--- src/rtl/shared_dout_arbiter_if.sv ---
`default_nettype none
// +--------------------------------------------------------------------------+
// | shared_dout_arbiter_if                                                   |
// | Request/data/grant bundle between requesters and the shared register.   |
// | Revision: 1.0                                                            |
// +--------------------------------------------------------------------------+
interface shared_dout_arbiter_if #(
  parameter int NREQ = 4,
  parameter int DW   = 4
);
  logic [NREQ-1:0]    REQ;
  logic [NREQ*DW-1:0] DIN;
  logic [NREQ-1:0]    GNT;
  logic [DW-1:0]      DOUT;
  logic               SELOUT;
  logic               BUSY;

  modport master (output REQ, DIN, input GNT, DOUT, SELOUT, BUSY);
  modport slave  (input REQ, DIN, output GNT, DOUT, SELOUT, BUSY);
endinterface
`default_nettype wire

--- src/rtl/shared_dout_arbiter.sv ---
`default_nettype none
// +--------------------------------------------------------------------------+
// | shared_dout_arbiter                                                      |
// | Shared DW-bit register loaded by NREQ requesters via req/grant; counts  |
// | when idle. ARB_FIXED_PRIO_EN selects fixed priority instead of RR.       |
// | Revision: 1.0                                                            |
// +--------------------------------------------------------------------------+
module shared_dout_arbiter #(
  parameter int NREQ     = 4,
  parameter int DW       = 4,
  parameter int HOLD_MAX = 3
) (
  input  logic                 CLK,
  input  logic                 RST,
  shared_dout_arbiter_if.slave bus
);

  localparam int              c_PW        = (NREQ > 1) ? $clog2(NREQ) : 1;
  localparam logic [3:0]      c_HOLD_LAST = 4'(HOLD_MAX - 1);
  localparam logic [c_PW-1:0] c_PTR_RST   = c_PW'(NREQ - 1);

  typedef enum logic [1:0] {
    S_IDLE    = 2'd0,
    S_GRANT   = 2'd1,
    S_RELEASE = 2'd2
  } state_t;

  state_t          r_state, w_state_nxt;
  logic [NREQ-1:0] r_gnt,   w_gnt_nxt;
  logic [DW-1:0]   r_dout,  w_dout_nxt;
  logic            r_sel,   w_sel_nxt;
  logic [3:0]      r_hold,  w_hold_nxt;
  logic [c_PW-1:0] r_ptr,   w_ptr_nxt;
  logic [c_PW-1:0] r_gidx,  w_gidx_nxt;

  logic [c_PW-1:0] w_lo, w_hi, w_winner;
  logic            w_hi_ok;
  logic            w_req_g;
  logic [DW-1:0]   w_din_g;

  // w_lo: lowest requesting index; w_hi: lowest requesting index above the pointer
  always_comb begin
    w_lo    = '0;
    w_hi    = '0;
    w_hi_ok = 1'b0;
    for (int i = NREQ - 1; i >= 0; i--) begin
      if (bus.REQ[i]) begin
        w_lo = c_PW'(i);
        if (c_PW'(i) > r_ptr) begin
          w_hi    = c_PW'(i);
          w_hi_ok = 1'b1;
        end
      end
    end
  end

`ifdef ARB_FIXED_PRIO_EN
  assign w_winner = w_lo;
`else
  assign w_winner = w_hi_ok ? w_hi : w_lo;
`endif

  always_comb begin
    w_req_g = 1'b0;
    w_din_g = '0;
    for (int i = 0; i < NREQ; i++) begin
      if (r_gidx == c_PW'(i)) begin
        w_req_g = bus.REQ[i];
        w_din_g = bus.DIN[i*DW +: DW];
      end
    end
  end

  always_comb begin
    w_state_nxt = r_state;
    w_gnt_nxt   = r_gnt;
    w_dout_nxt  = r_dout + DW'(1);
    w_sel_nxt   = 1'b0;
    w_hold_nxt  = r_hold;
    w_ptr_nxt   = r_ptr;
    w_gidx_nxt  = r_gidx;
    case (r_state)
      S_GRANT: begin
        if (w_req_g) begin
          w_dout_nxt = w_din_g;
          w_sel_nxt  = 1'b1;
          w_hold_nxt = r_hold + 4'd1;
          if (r_hold == c_HOLD_LAST) begin
            w_gnt_nxt   = '0;
            w_state_nxt = S_RELEASE;
          end
        end else begin
          w_gnt_nxt   = '0;
          w_state_nxt = S_RELEASE;
        end
      end
      default: begin
        // RELEASE re-arbitrates on its exit edge, giving the one-cycle grant gap
        w_gnt_nxt   = '0;
        w_state_nxt = S_IDLE;
        if (|bus.REQ) begin
          w_state_nxt = S_GRANT;
          w_gnt_nxt   = NREQ'(1) << w_winner;
          w_hold_nxt  = '0;
          w_gidx_nxt  = w_winner;
`ifndef ARB_FIXED_PRIO_EN
          w_ptr_nxt   = w_winner;
`endif
        end
      end
    endcase
  end

  always_ff @(posedge CLK or negedge RST) begin
    if (!RST) begin
      r_state <= S_IDLE;
      r_gnt   <= '0;
      r_dout  <= '0;
      r_sel   <= 1'b0;
      r_hold  <= '0;
      r_ptr   <= c_PTR_RST;
      r_gidx  <= '0;
    end else begin
      r_state <= w_state_nxt;
      r_gnt   <= w_gnt_nxt;
      r_dout  <= w_dout_nxt;
      r_sel   <= w_sel_nxt;
      r_hold  <= w_hold_nxt;
      r_ptr   <= w_ptr_nxt;
      r_gidx  <= w_gidx_nxt;
    end
  end

  assign bus.GNT    = r_gnt;
  assign bus.DOUT   = r_dout;
  assign bus.SELOUT = r_sel;
  assign bus.BUSY   = (r_state != S_IDLE);

endmodule
`default_nettype wire

--- src/flat_wrapper.sv ---
// flat-port wrapper written by rule: the top's interface ports become plain ports
module shared_dout_arbiter_flat 
#(
  parameter int NREQ     = 4,
  parameter int DW       = 4,
  parameter int HOLD_MAX = 3
)
  (CLK, RST, bus_REQ, bus_DIN, bus_GNT, bus_DOUT, bus_SELOUT, bus_BUSY);
  shared_dout_arbiter_if #(.NREQ(NREQ), .DW(DW)) bus_i ();
  input  logic CLK;
  input  logic RST;
  input wire logic [$bits(bus_i.REQ)-1:0] bus_REQ;
  input wire logic [$bits(bus_i.DIN)-1:0] bus_DIN;
  output wire logic [$bits(bus_i.GNT)-1:0] bus_GNT;
  output wire logic [$bits(bus_i.DOUT)-1:0] bus_DOUT;
  output wire logic [$bits(bus_i.SELOUT)-1:0] bus_SELOUT;
  output wire logic [$bits(bus_i.BUSY)-1:0] bus_BUSY;
  assign bus_i.REQ = bus_REQ;
  assign bus_i.DIN = bus_DIN;
  assign bus_GNT = bus_i.GNT;
  assign bus_DOUT = bus_i.DOUT;
  assign bus_SELOUT = bus_i.SELOUT;
  assign bus_BUSY = bus_i.BUSY;
  shared_dout_arbiter #(.NREQ(NREQ), .DW(DW), .HOLD_MAX(HOLD_MAX)) u_core (.CLK(CLK), .RST(RST), .bus(bus_i));
endmodule
--- config.mk ---
export PLATFORM = sky130hd
export DESIGN_NAME = shared_dout_arbiter_flat
export DESIGN_NICKNAME = d
export VERILOG_FILES = /design/src/rtl/shared_dout_arbiter_if.sv /design/src/rtl/shared_dout_arbiter.sv /design/src/flat_wrapper.sv
export SDC_FILE = /design/constraint.sdc
export NUM_CORES = 1
export LEC_CHECK = 0
export BUFFER_PORTS_ARGS = -buffer_cell sky130_fd_sc_hd__buf_2
export CORE_MARGIN = 1
export CORE_UTILIZATION = 25
export CTS_BUF_LIST = sky130_fd_sc_hd__clkbuf_2
export DETAILED_ROUTE_END_ITERATION = 8
export PLACE_DENSITY = 0.46
export SYNTH_ARGS = -nofsm -noshare
export SYNTH_HDL_FRONTEND = slang
export SYNTH_SLANG_ARGS = --single-unit
--- constraint.sdc ---
create_clock -name CLK -period 1.6 [get_ports CLK]
set_input_delay 0.16 -clock CLK [delete_from_list [all_inputs] [get_ports CLK]]
set_output_delay 0.16 -clock CLK [all_outputs]
set_load 0.1 [all_outputs]
==> run metrics, run 1 <==
Clock Sinks 19; vias per inst 4.58; Slew Limit Fails 0; Setup CP Type flip-flop to flip-flop; Root Buffer clkbuf_2; setup violators final 0; initial antenna violation count 0; number of global-route vias before repair 880; setup tns final 0 ns; first-pass GRT wire length 3.96 mm; minimum clock period 1.53 ns; cts bufs inserted 3; crit path cell chain mux4_2 -> nand2_4 -> mux2_2; crit path DAT 1.75 ns; Crit path required time 1.82 ns; Slew @ Worst Pin 0.490 ns; initial drt markers 21; Tcrit/Tclk final 95.8%; boundary pin count 32; post-DP HPWL 1.75 mm; Worst Setup Start Kind flip-flop; Max Cap Viol 0; post-synthesis sequential area ratio 47.2%; core area 3770 µm²; Final Hold Violating Endpoints 0; First-pass DRT Iterations 4; status finished clean; Yosys reg bits 19; layout cells sized above 1 39.7%; maximum clock frequency 653 MHz; Syn Nets 112; CTS tree yes; final clock skew 0.00352 ns; CTS clk-pin slew, worst paths 0.19 ns; CP max stage cell mux4_2; Die Wd 65.6 µm; prevailing post-synth register cell dfrtp_1; FFs w/ async S/R, synth 100%; type of the tightest min-delay check input port to flip-flop; # rows 22; grt total ovfl 0; Final ANT Viol Nets 0; P&R area growth vs syn 26.9%; initial cell density of the core 26.8%; Die Y-Extent 65.6 µm; CP Max Fanout 7; Rel. slew slack 67.5%; H-tree levels 1; CTS max path bufs 2; Synth warnings 0; Routed WL 2.19 mm; DR vias 797; synthesized instance count 87; post-CTS setup buffer count 0; DRC violation count after routing 0; biggest cell delay along the critical path 0.56 ns; worst-skew pair later-pin latency 0.30 ns; commonest non-fill, non-tap cell in the layout buf_2; Post-synth EDFFs 0; # diodes 0; global placer's final weighted congestion 0.823; Net count, final 152; WL per Instance 12.6 µm; GRT Total Usage 11.8%; largest net degree at the start of global routing 20; Post-Syn Area 1010 µm²; RSZ-0062 raised after global routing false; Avg Inst Size Synth 11.6 µm²; fin util 34.1%; total die area 4310 µm²; commonest non-fill, non-tap cells in the layout 31 x buf_2, 15 x dfrtp_1, 9 x nor2_1, 7 x nand3_1; PortBufs 31; critical path capture point type flip-flop; Synth cell types 29
synth_stat cells (2+ instances only):
cell type,instances,area (µm²)
a21boi_0,2,15.0
a21oi_1,4,20.0
a22o_1,2,17.5
and3_1,2,12.5
dfrtp_1,17,425
dfstp_2,2,52.6
ha_1,3,37.5
inv_1,4,15.0
mux4_1,4,105
nand2_1,5,18.8
nand2b_1,2,12.5
nand3_1,7,35.0
nor2_1,9,33.8
nor2b_1,2,12.5
o21a_1,3,22.5
o21ai_0,3,15.0
o2bb2ai_1,2,17.5
xor2_1,3,26.3
flip-flops by register name, summed over array words and instances (netlist names):
| name | cells |
|---|---|
| u_core.r_state | 2 |
| u_core.r_gidx | 2 |
| u_core.r_ptr | 2 |
| u_core.bus.GNT | 4 |
| u_core.r_hold | 4 |
| u_core.bus.DOUT | 4 |
| u_core.bus.SELOUT | 1 |
worst max-delay path: cells and delay by family, from the launching register on:
kind | cells | cell delay [ns]
mux | 2 | 0.90
simple gates | 1 | 0.14
flops | 1 | 0.41
stage by stage:
step	instances	worst slack [ns]	hold slack (ns)	cell area (µm²)
3_5_place_dp	169	0.0899	0.129	1250
6_report	174	0.0675	0.240	1280
2_1_floorplan	87	0.0458	-0.136	1010
4_1_cts	174	0.0634	0.254	1280
5_1_grt	174	0.000322	0.254	1280
3_3_place_gp	169	0.109	0.125	1250
layer usage:
layer	track usage (%)	wire (µm)	up-vias
li1	-	-	395
met1	15.0	1040	381
met2	20.3	1050	21
met3	2.60	97	0
met4	2.72	0	0
met5	0	0	-
final timing paths:
| path | startpoint | to | slack (ns) | cells after the start |
|---|---|---|---|---|
| max in group asynchronous | RST | u_core.r_ptr[1] | 0.98 | 2 |
| setup / recovery | u_core.r_gidx[1] | u_core.bus.DOUT[1] | 0.07 | 3 |
| hold / removal | bus_REQ[2] | u_core.bus.GNT[3] | 0.24 | 4 |
| min in group asynchronous | RST | u_core.r_gidx[0] | 0.29 | 2 |
| hold reg to reg | u_core.bus.DOUT[0] | u_core.bus.DOUT[0] | 0.50 | 1 |
| setup reg to reg | u_core.r_gidx[1] | u_core.bus.DOUT[1] | 0.07 | 3 |
cell families (layout without fill, tap and decap cells):
logic type | Yosys count | in the layout | share of synthesized area [%]
AOI/OAI and AO/OA | 20 | 20 | 14.5
buffers and inverters | 6 | 45 | 3.34
muxes | 6 | 6 | 13.7
xor gates and xnor gates | 4 | 4 | 3.46
and+or+nand+nor | 29 | 29 | 14.1
DFF | 19 | 19 | 47.2
adders and majority gates | 3 | 3 | 3.71
timing repair:
item	in CTS	in global routing
endpoints found under the hold margin	17	0
resized for setup	0	1
endpoints found under the setup margin	0	1
hold buffers	1	0
layout make-up:
cell class | instances | area [µm²]
fill | 399 | 2490
multi-input combinational | 62 | 507
sequential | 19 | 480
timing repair buffer | 37 | 203
tap | 48 | 60.1
clock buffer | 4 | 20.0
inverter | 4 | 15.0
Power of run 1 is left out: the tool's default activity adds up to more than one toggle a clock period on the data nets, which glitch-free logic cannot reach.
==> run 2, diff against run 1 <==
--- a/config.mk
+++ b/config.mk
@@ -8,8 +8,10 @@
 export BUFFER_PORTS_ARGS = -buffer_cell sky130_fd_sc_hd__buf_2
 export CORE_MARGIN = 1
 export CORE_UTILIZATION = 25
-export CTS_BUF_LIST = sky130_fd_sc_hd__clkbuf_2
+export CTS_BUF_LIST = sky130_fd_sc_hd__clkbuf_4 sky130_fd_sc_hd__clkbuf_8
+export CTS_CLUSTER_DIAMETER = 120
 export DETAILED_ROUTE_END_ITERATION = 8
+export HOLD_SLACK_MARGIN = 0.15
 export PLACE_DENSITY = 0.46
 export SYNTH_ARGS = -nofsm -noshare
 export SYNTH_HDL_FRONTEND = slang
==> run 2 against run 1 <==
  * Register-to-register slack about the same
  * Sequential share of layout area is 0.64 points lower
  * First-iteration DRC count up 9.5%
  * Critical path depth is the same
  * Hold slack gained 0.11 ns
  * Die area unchanged
  * Clock-buffer cell count stayed put
  * Core utilization is 0.60 points higher
  * Highest routed layer unchanged
==> run metrics, run 2 (synthesis results as in run 1) <==
Die Wd 65.6 µm (unchanged); post-cts resize count 0 (unchanged); grt total ovfl 0 (unchanged); Routed WL 2.19 mm (-0.18%); biggest cell delay along the critical path 0.56 ns (about the same); number of global-route vias before repair 885 (+0.57%); DR vias 800 (+0.38%); post-DP HPWL 1.75 mm (unchanged); commonest non-fill, non-tap cell in the layout buf_2; GRT Total Usage 12.0% (+0.22 points); critical path capture point type flip-flop; vias per inst 4.60 (+0.38%); Slew Limit Fails 0 (unchanged); initial cell density of the core 26.8% (unchanged); cts bufs inserted 3 (unchanged); commonest non-fill, non-tap cells in the layout 31 x buf_2, 15 x dfrtp_1, 9 x nor2_1, 7 x nand3_1; crit path DAT 1.66 ns (-0.09 ns); Max Cap Viol 0 (unchanged); layout cells sized above 1 38.9% (-0.79 points); WL per Instance 12.6 µm (-0.18%); # fillers 389 (-2.5%); CP Max Fanout 7 (unchanged); CTS tree yes; worst-skew pair later-pin latency 0.25 ns (-0.05 ns); # diodes 0 (unchanged); setup violators final 0 (unchanged); CTS max path bufs 2 (unchanged); Clock Sinks 19 (unchanged); minimum clock period 1.52 ns (-0.0125 ns); DRC violation count after routing 0 (unchanged); area of the multi-input gates 500 µm² (-1.2%); Root Buffer clkbuf_8; Rel. slew slack 67.5% (unchanged); initial antenna violation count 0 (unchanged); status finished clean; Crit path required time 1.74 ns (-0.08 ns); # rows 22 (unchanged); Slew @ Worst Pin 0.490 ns (-0.000000238 ns); H-tree levels 1 (unchanged); crit-path leading delay family multiplexers; maximum clock frequency 658 MHz (+0.82%); Worst Setup Start Kind flip-flop; global placer's final weighted congestion 0.823 (unchanged); Sequential Area 480 µm² (unchanged); setup tns final 0 ns (unchanged); Final ANT Viol Nets 0 (unchanged); type of the tightest min-delay check input port to flip-flop; crit path cell chain mux4_2 -> nand2_4 -> mux2_2; core area 3770 µm² (unchanged); final clock skew 0.000978 ns (-0.00255 ns); total die area 4310 µm² (unchanged); Setup CP Type flip-flop to flip-flop; Die Y-Extent 65.6 µm (unchanged); First-pass DRT Iterations 4 (unchanged); largest net degree at the start of global routing 20 (unchanged); CP max stage cell mux4_2; Final Hold Violating Endpoints 0 (unchanged); RSZ-0062 raised after global routing false; Tcrit/Tclk final 95.0% (-0.78 points); Net count, final 152 (unchanged); P&R area growth vs syn 29.2%; first-pass GRT wire length 3.98 mm (+0.53%); PortBufs 31 (unchanged); WP buf/inv 0 (unchanged); boundary pin count 32 (unchanged); CTS clk-pin slew, worst paths 0.07 ns (-0.12 ns); initial drt markers 23 (+9.5%)
run 2: changes by cell type in the layout (fill, tap and decap cells not counted):
| cell | previous run | this run |
|---|---|---|
| clkbuf_2 | 4 | 0 |
| o221ai_1 | 0 | 1 |
| clkbuf_8 | 0 | 3 |
| clkbuf_4 | 0 | 1 |
| o221ai_2 | 1 | 0 |
run 2: final timing paths:
kind | from | endpoint | slack, ns | cells after the start
hold reg to reg | u_core.bus.DOUT[0] | u_core.bus.DOUT[0] | 0.48 | 1
setup / recovery | u_core.r_gidx[1] | u_core.bus.DOUT[1] | 0.08 | 3
setup reg to reg | u_core.r_gidx[1] | u_core.bus.DOUT[1] | 0.08 | 3
max in group asynchronous | RST | u_core.r_ptr[0] | 0.90 | 2
min in group asynchronous | RST | u_core.bus.GNT[3] | 0.37 | 2
hold / removal | bus_DIN[13] | u_core.bus.DOUT[1] | 0.35 | 3
run 2: tightest hold or removal path, cell delays in order:
cell    delay (ns)
buf_2         0.08
mux4_1        0.20
mux2_2        0.14
run 2: through the flow:
stage                     instances  hold WS, ns  util [%]  cell area, µm²  worst slack, ns
after floorplan                  87       -0.136         -            1010           0.0458
after global placement          169        0.125      33.1            1250            0.109
after detailed placement        169        0.129      33.1            1250           0.0899
after CTS                       174        0.341      34.7            1310           0.0759
after global routing            174        0.354      34.7            1310          0.00666
final                           174        0.350      34.7            1310           0.0800
run 2: what timing repair did:
| action | in CTS | in global routing |
|---|---|---|
| setup buffers | 0 | 0 |
| endpoints found under the hold margin | 17 | 0 |
| hold buffers | 1 | 0 |
run 2: cell type report:
type	instances	area share (%)
Clock buffer	4	3.73
Sequential cell	19	36.7
Tap cell	48	4.59
Multi-Input combinational cell	62	38.3
Inverter	4	1.15
Timing Repair Buffer	37	15.5
run 2: routing by layer:
| layer | share of wire, % | GRT usage (%) | up-vias |
|---|---|---|---|
| met5 | 0 | 0 | - |
| met4 | 0 | 4.35 | 0 |
| met3 | 4.6 | 2.60 | 0 |
| met2 | 49 | 20.3 | 22 |
| met1 | 47 | 15.0 | 384 |
| li1 | - | - | 394 |
Power of run 2 is left out for the same reason.
==> run 3, diff against run 2 <==
--- a/config.mk
+++ b/config.mk
@@ -5,6 +5,7 @@
 export SDC_FILE = /design/constraint.sdc
 export NUM_CORES = 1
 export LEC_CHECK = 0
+export ABC_AREA = 1
 export BUFFER_PORTS_ARGS = -buffer_cell sky130_fd_sc_hd__buf_2
 export CORE_MARGIN = 1
 export CORE_UTILIZATION = 25
@@ -12,7 +13,7 @@
 export CTS_CLUSTER_DIAMETER = 120
 export DETAILED_ROUTE_END_ITERATION = 8
 export HOLD_SLACK_MARGIN = 0.15
-export PLACE_DENSITY = 0.46
+export PLACE_DENSITY = 0.45
 export SYNTH_ARGS = -nofsm -noshare
 export SYNTH_HDL_FRONTEND = slang
 export SYNTH_SLANG_ARGS = --single-unit
==> run 3 against run 2 <==
  * Clock-buffer cell count did not move
  * Clock skew grew 0.0039 ns
  * Core utilization is 1.5 points lower
  * Highest routed layer is now met4
  * Synthesized area up 10%
  * First-iteration DRC count grew 140%
  * Critical path type is now flip-flop to primary output
  * Routed wire length grew 23%
  * Sequential share of layout area shrank 1.9 points
==> run metrics, run 3 <==
status finished clean; critical path capture point type primary output; post-synthesis sequential area ratio 42.8% (-4.4 points); Worst Setup Start Kind flip-flop; largest net degree at the start of global routing 20 (unchanged); crit path cell chain or2_2 -> buf_2; Avg Inst Size Synth 7.80 µm² (-33%); Synth warnings 0 (unchanged); maximum clock frequency 724 MHz (+10%); R2R depth 8 (+5); FFs w/ async S/R, synth 100% (unchanged); P&R area growth vs syn 23.0%; Clock Sinks 19 (unchanged); minimum clock period 1.38 ns (-0.138 ns); Die Wd 68.8 µm (+4.9%); Synth cell types 23 (-21%); Peak VDD IR 1060 µV; vias per inst 4.45 (-3.3%); Leakage 0.738 nW; layout cells sized above 1 29.8% (-9.1 points); # hold bufs at CTS 1 (unchanged); uppermost layer routed met4; Rel. slew slack 67.7% (+0.18 points); CTS tree yes; GRT Total Usage 13.2% (+1.2 points); synthesized instance count 143 (+64%); type of the tightest min-delay check input port to flip-flop; Max Cap Viol 0 (unchanged); top-count cell post-synth nand2_1; post-CTS setup buffer count 0 (unchanged); Crit path required time 1.44 ns (-0.30 ns); initial antenna violation count 0 (unchanged); cts bufs inserted 3 (unchanged); WL per Instance 11.8 µm (-6.0%); Reg2Reg Setup Slack 0.23 ns (+0.15 ns); Commonest cells post-synth 58 x nand2_1, 17 x dfrtp_1, 11 x inv_1, 11 x nand3_1, 7 x nand4_1; DR WL met3 120 µm (+19%); crit path DAT 1.22 ns (-0.44 ns); Tcrit/Tclk final 86.4% (-8.6 points); DR vias 1014 (+27%); global placer's final weighted congestion 0.830 (+0.81%); worst flop-to-flop path endpoint u_core.r_state[1]; H-tree levels 1 (unchanged); RSZ-0062 raised after global routing false; Area contributors post-synth dfrtp_1 38%, nand2_1 20%, nand3_1 4.9%, dfstp_2 4.7%, nand4_1 3.9%; Slew @ Worst Pin 0.488 ns (-0.00269 ns); Crit. Startpoint u_core.r_state[1]; prevailing post-synth register cell dfrtp_1; # diodes 0 (unchanged); CP Max Fanout 2 (-5); first-pass GRT wire length 4.57 mm (+15%); Root Buffer clkbuf_8; Synth top area share 38.1% (-3.9 points); Yosys reg bits 19 (unchanged); commonest non-fill, non-tap cells in the layout 58 x nand2_1, 31 x buf_2, 17 x dfrtp_1, 11 x inv_1, 11 x nand3_1; final clock skew 0.00484 ns (+0.00386 ns); met2 wirelength from detailed routing 1.25 mm (+18%); Slew Limit Fails 0 (unchanged); DRC violation count after routing 0 (unchanged); post-cts resize count 0 (unchanged); CTS clk-pin slew, worst paths 0.07 ns (about the same); biggest cell delay along the critical path 0.40 ns (-0.16 ns); met1 WL 1.30 mm (+27%); initial cell density of the core 26.9% (+0.091 points); setup tns final 0 ns (unchanged); total die area 4740 µm² (+9.9%); initial drt markers 55 (+140%); PortBufs 31 (unchanged); Post-Place Cells 223 (+32%); Die Y-Extent 68.8 µm (+4.9%); Critical Path End bus_BUSY; post-DP HPWL 2.10 mm (+20%); Syn Nets 168 (+50%); Final ANT Viol Nets 0 (unchanged); Routed WL 2.69 mm (+23%); grt total ovfl 0 (unchanged); CTS max path bufs 2 (unchanged); boundary pin count 32 (unchanged); setup violators final 0 (unchanged); Setup CP Type flip-flop to primary output; R2R Path Start u_core.r_gidx[0]; First-pass DRT Iterations 4 (unchanged); Post-synth EDFFs 0 (unchanged); core area 4140 µm² (+9.9%); worst-skew pair later-pin latency 0.25 ns (about the same); Place WS 0.243 ns (+0.153 ns); # rows 23 (+4.5%); commonest non-fill, non-tap cell in the layout nand2_1; Post-Syn Area 1120 µm² (+10%); Synth area leader dfrtp_1; number of global-route vias before repair 1025 (+16%); Cell Pwr Density 2350 nW/µm²; CP max stage cell dfrtp_1; post-route insts no fill 228 (+31%); Final WS setup 0.218 ns (+0.138 ns); Final Hold Violating Endpoints 0 (unchanged); Net count, final 204 (+34%)
[run 3: cell count changes after synthesis, moves of 3 or more]
cell,before,now
nand4_1,0,7
mux4_1,4,0
inv_2,0,4
nand3_1,7,11
a21oi_1,4,1
nor2_1,9,6
o21a_1,3,0
o21ai_0,3,6
inv_1,4,11
nand2_1,5,58
[run 3: cell families after synthesis]
kind of cell	after synthesis	share of synthesized area [%]
AOI/OAI and AO/OA	11	6.95
buffers and inverters	17	7.40
xor gates and xnor gates	4	3.14
DFF	19	42.8
and+or+nand+nor	89	36.3
adders and majority gates	3	3.36
[run 3: through the flow]
step | total power [mW] | utilization, % | hold slack [ns] | instance area (µm²)
finish | 3.22 | 33.1 | 0.235 | 1370
global route | 3.49 | 33.1 | 0.243 | 1370
CTS | 3.26 | 33.1 | 0.232 | 1370
detailed placement | 2.89 | 31.7 | 0.136 | 1310
global placement | 2.88 | 31.7 | 0.135 | 1310
floorplan | 2.56 | - | -0.136 | 1120
[run 3: where the power goes]
group	total, mW	leakage [nW]	switching, mW	internal, mW
registers	0.857	0.238	0.160	0.697
logic	2.01	0.473	1.55	0.462
clock network	0.350	0.0262	0.156	0.194
total	3.22	0.738	1.87	1.35
[run 3: area by class of cell]
type                    instances  area [µm²]
multi-input cells             107         556
fillers                       467        2770
well taps                      50        62.6
inverters                      16        62.6
flip-flops and latches         19         478
repair buffers                 32         165
clock buffers                   4        48.8
[run 3: worst min path at each step]
stage / startpoint / end / slack [ns] / cells after the start
final: bus_DIN[6] / u_core.bus.DOUT[2] / 0.23 / 5
after global routing: bus_DIN[4] / u_core.bus.DOUT[0] / 0.24 / 5
after CTS: bus_DIN[6] / u_core.bus.DOUT[2] / 0.23 / 5
after detailed placement: RST / u_core.bus.DOUT[3] / 0.14 / 1
after global placement: RST / u_core.bus.DOUT[3] / 0.13 / 1
after floorplan: RST / u_core.bus.DOUT[0] / -0.14 / 0
[run 3: per-layer routing]
layer  track usage (%)  vias up
li1                  -      525
met1              16.5      460
met2              22.1       27
met3              3.62        2
met4              3.83        0
met5                 0        -
[run 3: worst max-delay path, delay by kind of cell, from the launching register on]
kind / cells / cell delay [ns]
flip-flops: 1 / 0.40
AND/OR/NAND/NOR: 1 / 0.28
buffers and inverters: 1 / 0.29
Note: power is estimated with default switching activity, not from simulation.
